**config.mk**
```make
export PLATFORM = sky130hd
export DESIGN_NAME = mips_alu_md
export DESIGN_NICKNAME = d
export VERILOG_FILES = /design/src/rtl/mips_alu_md.sv
export SDC_FILE = /design/constraint.sdc
export NUM_CORES = 1
export LEC_CHECK = 0
export CORE_ASPECT_RATIO = 0.9
export CORE_MARGIN = 4
export CORE_UTILIZATION = 45
export CTS_BUF_LIST = sky130_fd_sc_hd__clkbuf_4 sky130_fd_sc_hd__clkbuf_8
export CTS_CLUSTER_DIAMETER = 80
export DETAILED_ROUTE_END_ITERATION = 10
export DONT_BUFFER_PORTS = 1
export PLACE_DENSITY_LB_ADDON = 0.1
export SYNTH_ARGS = -nofsm -noshare
export SYNTH_HDL_FRONTEND = slang
export SYNTH_SLANG_ARGS = --single-unit
```
**constraint.sdc**
```tcl
create_clock -name clk -period 8.7 [get_ports clk]
set_input_delay 2.175 -clock clk [delete_from_list [all_inputs] [get_ports clk]]
set_output_delay 2.175 -clock clk [all_outputs]
set_load 0.02 [all_outputs]
```
**src/rtl/mips_alu_md.sv**
```systemverilog
// MIPS execute-stage ALU: combinational integer ops plus an iterative multiply/divide
// unit that owns HI/LO. MULT/DIV take WIDTH+2 cycles from the start edge to done.
module mips_alu_md #(
  parameter int WIDTH = 32
) (
  input  logic             clk,
  input  logic             rst_n,
  input  logic [5:0]       control,
  input  logic [WIDTH-1:0] src1,
  input  logic [WIDTH-1:0] src2,
  input  logic             start,
  output logic [WIDTH-1:0] result,
  output logic             zero,
  output logic             overflow,
  output logic             busy,
  output logic             done,
  output logic [WIDTH-1:0] hi,
  output logic [WIDTH-1:0] lo
);
  localparam int SW = $clog2(WIDTH);

  localparam logic [5:0] OP_AND  = 6'h00, OP_OR   = 6'h01, OP_ADD  = 6'h02, OP_ADDU = 6'h03;
  localparam logic [5:0] OP_SUB  = 6'h06, OP_SUBU = 6'h07, OP_SLT  = 6'h08, OP_SLTU = 6'h09;
  localparam logic [5:0] OP_XOR  = 6'h0A, OP_NOR  = 6'h0B, OP_SLL  = 6'h0C, OP_SRL  = 6'h0D;
  localparam logic [5:0] OP_SRA  = 6'h0E, OP_MFHI = 6'h1C, OP_MFLO = 6'h1D, OP_MTHI = 6'h1E;
  localparam logic [5:0] OP_MTLO = 6'h1F;

  typedef enum logic [1:0] {IDLE, RUN, FIX, DONE} state_t;
  state_t state_reg, state_next;

  logic [SW-1:0]    cnt_reg;
  logic             div_reg, neg_res_reg, neg_rem_reg, div_zero_reg;
  logic [WIDTH-1:0] mag_b_reg, acc_hi_reg, acc_lo_reg, hi_reg, lo_reg;

  logic             is_md_code, accept, is_signed, sign1, sign2, last_iter;
  logic [WIDTH-1:0] mag1, mag2;

  // ---------------- combinational ALU ----------------
  logic [WIDTH-1:0] sum, diff;
  logic [SW-1:0]    shamt;

  assign sum   = src1 + src2;
  assign diff  = src1 - src2;
  assign shamt = src1[SW-1:0];

  always_comb begin
    result   = '0;
    overflow = 1'b0;
    case (control)
      OP_AND:  result = src1 & src2;
      OP_OR:   result = src1 | src2;
      OP_ADD: begin
        result   = sum;
        overflow = (src1[WIDTH-1] == src2[WIDTH-1]) && (sum[WIDTH-1] != src1[WIDTH-1]);
      end
      OP_ADDU: result = sum;
      OP_SUB: begin
        result   = diff;
        overflow = (src1[WIDTH-1] != src2[WIDTH-1]) && (diff[WIDTH-1] != src1[WIDTH-1]);
      end
      OP_SUBU: result = diff;
      OP_SLT:  result = {{(WIDTH-1){1'b0}}, ($signed(src1) < $signed(src2))};
      OP_SLTU: result = {{(WIDTH-1){1'b0}}, (src1 < src2)};
      OP_XOR:  result = src1 ^ src2;
      OP_NOR:  result = ~(src1 | src2);
      OP_SLL:  result = src2 << shamt;
      OP_SRL:  result = src2 >> shamt;
      OP_SRA:  result = $unsigned($signed(src2) >>> shamt);
      OP_MFHI: result = hi_reg;
      OP_MFLO: result = lo_reg;
      default: result = '0;
    endcase
  end

  assign zero = (result == '0);

  // ---------------- multiply/divide control ----------------
  assign busy       = (state_reg == RUN) || (state_reg == FIX);
  assign done       = (state_reg == DONE);
  assign is_md_code = (control[5:2] == 4'b0110);
  assign accept     = start && is_md_code && !busy;
  assign last_iter  = (cnt_reg == SW'(WIDTH-1));

  assign is_signed = ~control[0];
  assign sign1     = is_signed & src1[WIDTH-1];
  assign sign2     = is_signed & src2[WIDTH-1];
  assign mag1      = sign1 ? -src1 : src1;
  assign mag2      = sign2 ? -src2 : src2;

  always_comb begin
    state_next = state_reg;
    case (state_reg)
      IDLE:    if (accept) state_next = RUN;
      RUN:     if (last_iter) state_next = FIX;
      FIX:     state_next = DONE;
      DONE:    state_next = accept ? RUN : IDLE;
      default: state_next = IDLE;
    endcase
  end

  always_ff @(posedge clk or negedge rst_n) begin
    if (!rst_n) state_reg <= IDLE;
    else        state_reg <= state_next;
  end

  // One iteration: shift-add multiply, or restoring shift-subtract divide.
  logic [WIDTH:0]     mul_sum, div_shift;
  logic [WIDTH-1:0]   div_sub;
  logic               div_ge;
  logic [2*WIDTH-1:0] prod, prod_fix;

  assign mul_sum   = {1'b0, acc_hi_reg} + (acc_lo_reg[0] ? {1'b0, mag_b_reg} : '0);
  assign div_shift = {acc_hi_reg, acc_lo_reg[WIDTH-1]};
  assign div_ge    = (div_shift >= {1'b0, mag_b_reg});
  assign div_sub   = div_shift[WIDTH-1:0] - mag_b_reg;
  assign prod      = {acc_hi_reg, acc_lo_reg};
  assign prod_fix  = neg_res_reg ? -prod : prod;

  always_ff @(posedge clk or negedge rst_n) begin
    if (!rst_n) begin
      cnt_reg      <= '0;
      div_reg      <= 1'b0;
      neg_res_reg  <= 1'b0;
      neg_rem_reg  <= 1'b0;
      div_zero_reg <= 1'b0;
      mag_b_reg    <= '0;
      acc_hi_reg   <= '0;
      acc_lo_reg   <= '0;
      hi_reg       <= '0;
      lo_reg       <= '0;
    end else if (accept) begin
      cnt_reg      <= '0;
      div_reg      <= control[1];
      neg_res_reg  <= sign1 ^ sign2;
      neg_rem_reg  <= sign1;
      div_zero_reg <= (src2 == '0);
      mag_b_reg    <= mag2;
      acc_hi_reg   <= '0;
      acc_lo_reg   <= mag1;
    end else if (state_reg == RUN) begin
      cnt_reg <= cnt_reg + 1'b1;
      if (div_reg) begin
        acc_hi_reg <= div_ge ? div_sub : div_shift[WIDTH-1:0];
        acc_lo_reg <= {acc_lo_reg[WIDTH-2:0], div_ge};
      end else begin
        acc_hi_reg <= mul_sum[WIDTH:1];
        acc_lo_reg <= {mul_sum[0], acc_lo_reg[WIDTH-1:1]};
      end
    end else if (state_reg == FIX) begin
      if (div_reg) begin
        // Divide by zero leaves quotient all ones; the remainder already equals src1.
        lo_reg <= div_zero_reg ? '1 : (neg_res_reg ? -acc_lo_reg : acc_lo_reg);
        hi_reg <= neg_rem_reg ? -acc_hi_reg : acc_hi_reg;
      end else begin
        {hi_reg, lo_reg} <= prod_fix;
      end
    end else if (start && !busy) begin
      if (control == OP_MTHI) hi_reg <= src1;
      if (control == OP_MTLO) lo_reg <= src1;
    end
  end

  assign hi = hi_reg;
  assign lo = lo_reg;

endmodule

```
==> summary.txt <==
Power and ir drop
  • Cell Pwr Density: 304 mW/mm^2
  • VDD IR max: 0.319 mV
  • Power, Total: 0.00771 W
  • Leakage power: 10.6 nW

Floorplanning
  • Die Span Y: 227 um
  • Starting Density: 0.455
  • Total core area: 0.0530 mm^2
  • Floorplan row count: 80
  • Width of the die: 252 um
  • Die area: 0.0573 mm^2
  • I/O pins: 173

GRT
  • Vias in the first global route: 24.4k
  • Total track usage: 0.411
  • Global-route wire length before repair: 175 mm
  • Overflow after GRT: 0
  • Initial antenna violation count: 7
  • Largest net degree at the start of global routing: 172

Placement
  • DP Cell Count: 3832
  • Hpwl dp: 96.7 mm
  • PortBufs: 0
  • GPL Wtd Cong: 1.12

Synthesis
  • Register area share after synthesis: 0.178
  • Synth unique cells: 92
  • Mapped Area: 0.0241 mm^2
  • Synth Flop Type: dfrtp_1
  • Post-synthesis cell count: 3266
  • FF+latch count, synth: 171
  • Commonest cells in the netlist: nand2_1, o21ai_0, nor2_1
  • Count leader, synth: nand2_1
  • Number of synthesized flops with an enable pin: 0
  • Synth top area share: 0.178
  • Yosys warnings: 0
  • Synth top area cells: dfrtp_1, ha_1, o21ai_0
  • Area leader, netlist: dfrtp_1
  • Mean Syn Cell Area: 7.37 um^2
  • Asr flop ratio synth: 1.00
  • Net count after synthesis: 3516

Routing
  • Metal2 WL: 49.5 mm
  • Routed WL: 124 mm
  • M1 wire length: 49.4 mm
  • Antenna Nets Post-Route: 0
  • Wire per inst: 31.9 um
  • Met3 wire len: 17.6 mm
  • DR vias: 27.4k
  • Uppermost layer routed: met5
  • Initial DRC Count: 4040
  • Via density: 7.07
  • DR pass1 iterations: 8
  • Number of remaining DRC errors: 0

Clock network
  • Hold_buf cts: 0
  • Worst-skew pair later-pin latency: 0.51 ns
  • Root buffer cell: clkbuf_8
  • Worst-case clock buffer depth: 2
  • Clk sinks: 171
  • TritonCTS clock tree: built
  • Reg clk slew, reported paths: 0.10 ns
  • Num CTS Buffers: 17
  • H-tree lvl count: 4

Worst setup path
  • Crit start category: input port
  • Crit path arrival time: 6.42 ns
  • WS Path Type: in -> out
  • CP Capture Type: output pin
  • Worst path required time: 6.53 ns
  • Crit Path Max Fanout: 76

Cells and area
  • Layout Nets: 3405
  • Synthesis-to-finish area growth: 5.42%
  • Layout cells sized above 1: 0.0830
  • Non-Filler Instances: 3873

STA
  • Tcrit/Tclk final: 0.988
  • Worst Max-Slew Pin Slew: 1.36 ns
  • Final Hold Viols: 0
  • RSZ-0062 raised after global routing: false
  • Clk_skew: 0.0210 ns
  • Slew Limit Fails: 0
  • Final setup fails: 0
  • Minimum clock period: 8.59 ns
  • Worst rel slew slack: 0.0911
  • Fmax: 0.116 GHz

Job
  • Max_cap viols: 0

Min path
  • HP Class: reg -> reg

Status
  • Status: complete, no violations
## worst max-delay path, cell delays in order
cell and delay, ns:
mux4_2 0.56, nand2_1 0.10, nand2_1 0.05, a21oi_1 0.77
inv_1 0.10, a2111oi_1 0.73, buf_4 0.25, o211ai_1 0.09
nor4_1 0.20, buf_4 0.17, nand4b_1 0.11, nor4_1 0.30
buf_4 0.18, nand4bb_1 0.18, nor4_4 0.23, buf_4 0.17
## power by group
group | leakage, nW | switching [W] | internal, W | total [W]
combinational | 8.34 | 0.00301 | 0.00195 | 0.00496
sequential | 2.06 | 0.00100 | 0.00117 | 0.00217
clock | 0.190 | 0.000346 | 0.000239 | 0.000585
## stage by stage
step	setup WS, ns	util	instance area [um^2]	setup TNS (ns)	hold slack, ns
floorplan	0.0394	-	24100	0	0.449
global placement	-0.00413	0.472	25000	-0.00413	0.471
detailed placement	0.0966	0.472	25000	0	0.472
CTS	0.0826	0.479	25300	0	0.493
global route	0.0395	0.479	25400	0	0.521
finish	0.106	0.479	25400	0	0.488
## layer usage
| layer | GRT usage | vias up |
|---|---|---|
| met5 | 0.0171 | - |
| met1 | 0.559 | 13263 |
| met3 | 0.153 | 359 |
| met4 | 0.186 | 6 |
| met2 | 0.578 | 1937 |
| li1 | - | 11810 |
## cell type report
class	count	area (um^2)
Antenna cell	8	20.0
Clock buffer	20	256
Clock inverter	12	115
Fill cell	5314	27600
Inverter	169	634
Multi-Input combinational cell	2679	18300
Sequential cell	171	4280
Tap cell	697	872
Timing Repair Buffer	117	878
## cell usage in the layout, fill, tap and decap left out, drive strengths merged, types with 19 or more instances in the layout
master and n:
nor4 45, nor3 52, a21o 52, nor2 290, dfrtp 171, xor2 39
o211ai 74, and3 23, and2 21, o22ai 49, mux2i 117, o21bai 19
mux4 44, o21ai 326, xnor2 154, clkbuf 20, nand4 34, nor2b 24
a31oi 37, a22oi 38, a21oi 218, nand3 70, nand2 349, o21a 19
a211oi 65, inv 170, nand2b 25, ha 173, buf 117, or3 29
o31ai 36
## what timing repair did
item	in CTS	in global routing
setup endpoints to repair	0	1
buffers inserted	0	1
resized for setup	0	6
## cell families after synthesis
| kind of cell | share of synthesized area |
|---|---|
| AO/OA/AOI/OAI | 0.296 |
| AND/OR/NAND/NOR | 0.199 |
| buffers and inverters | 0.0661 |
| XOR/XNOR | 0.0702 |
| multiplexers | 0.0977 |
| adder cells (fa/ha/maj) | 0.0932 |
| flip-flops | 0.178 |
## worst paths after layout
check                                             end  cells after the start  slack, ns                       from
min in group asynchronous  acc_lo_reg[23]$_DFFE_PN0N_                      0       1.35                      rst_n
max reg2reg                        hi[14]$_DFFE_PN0P_                     13       3.65  acc_lo_reg[0]$_DFFE_PN0N_
max in group asynchronous         div_reg$_DFFE_PN0P_                      0       6.90                      rst_n
min reg2reg                 mag_b_reg[30]$_DFFE_PN0P_                      2       0.49  mag_b_reg[30]$_DFFE_PN0P_
min                         mag_b_reg[30]$_DFFE_PN0P_                      2       0.49  mag_b_reg[30]$_DFFE_PN0P_
max                                              zero                     16       0.11                    src1[0]
Power figures use the tool's default switching activity.
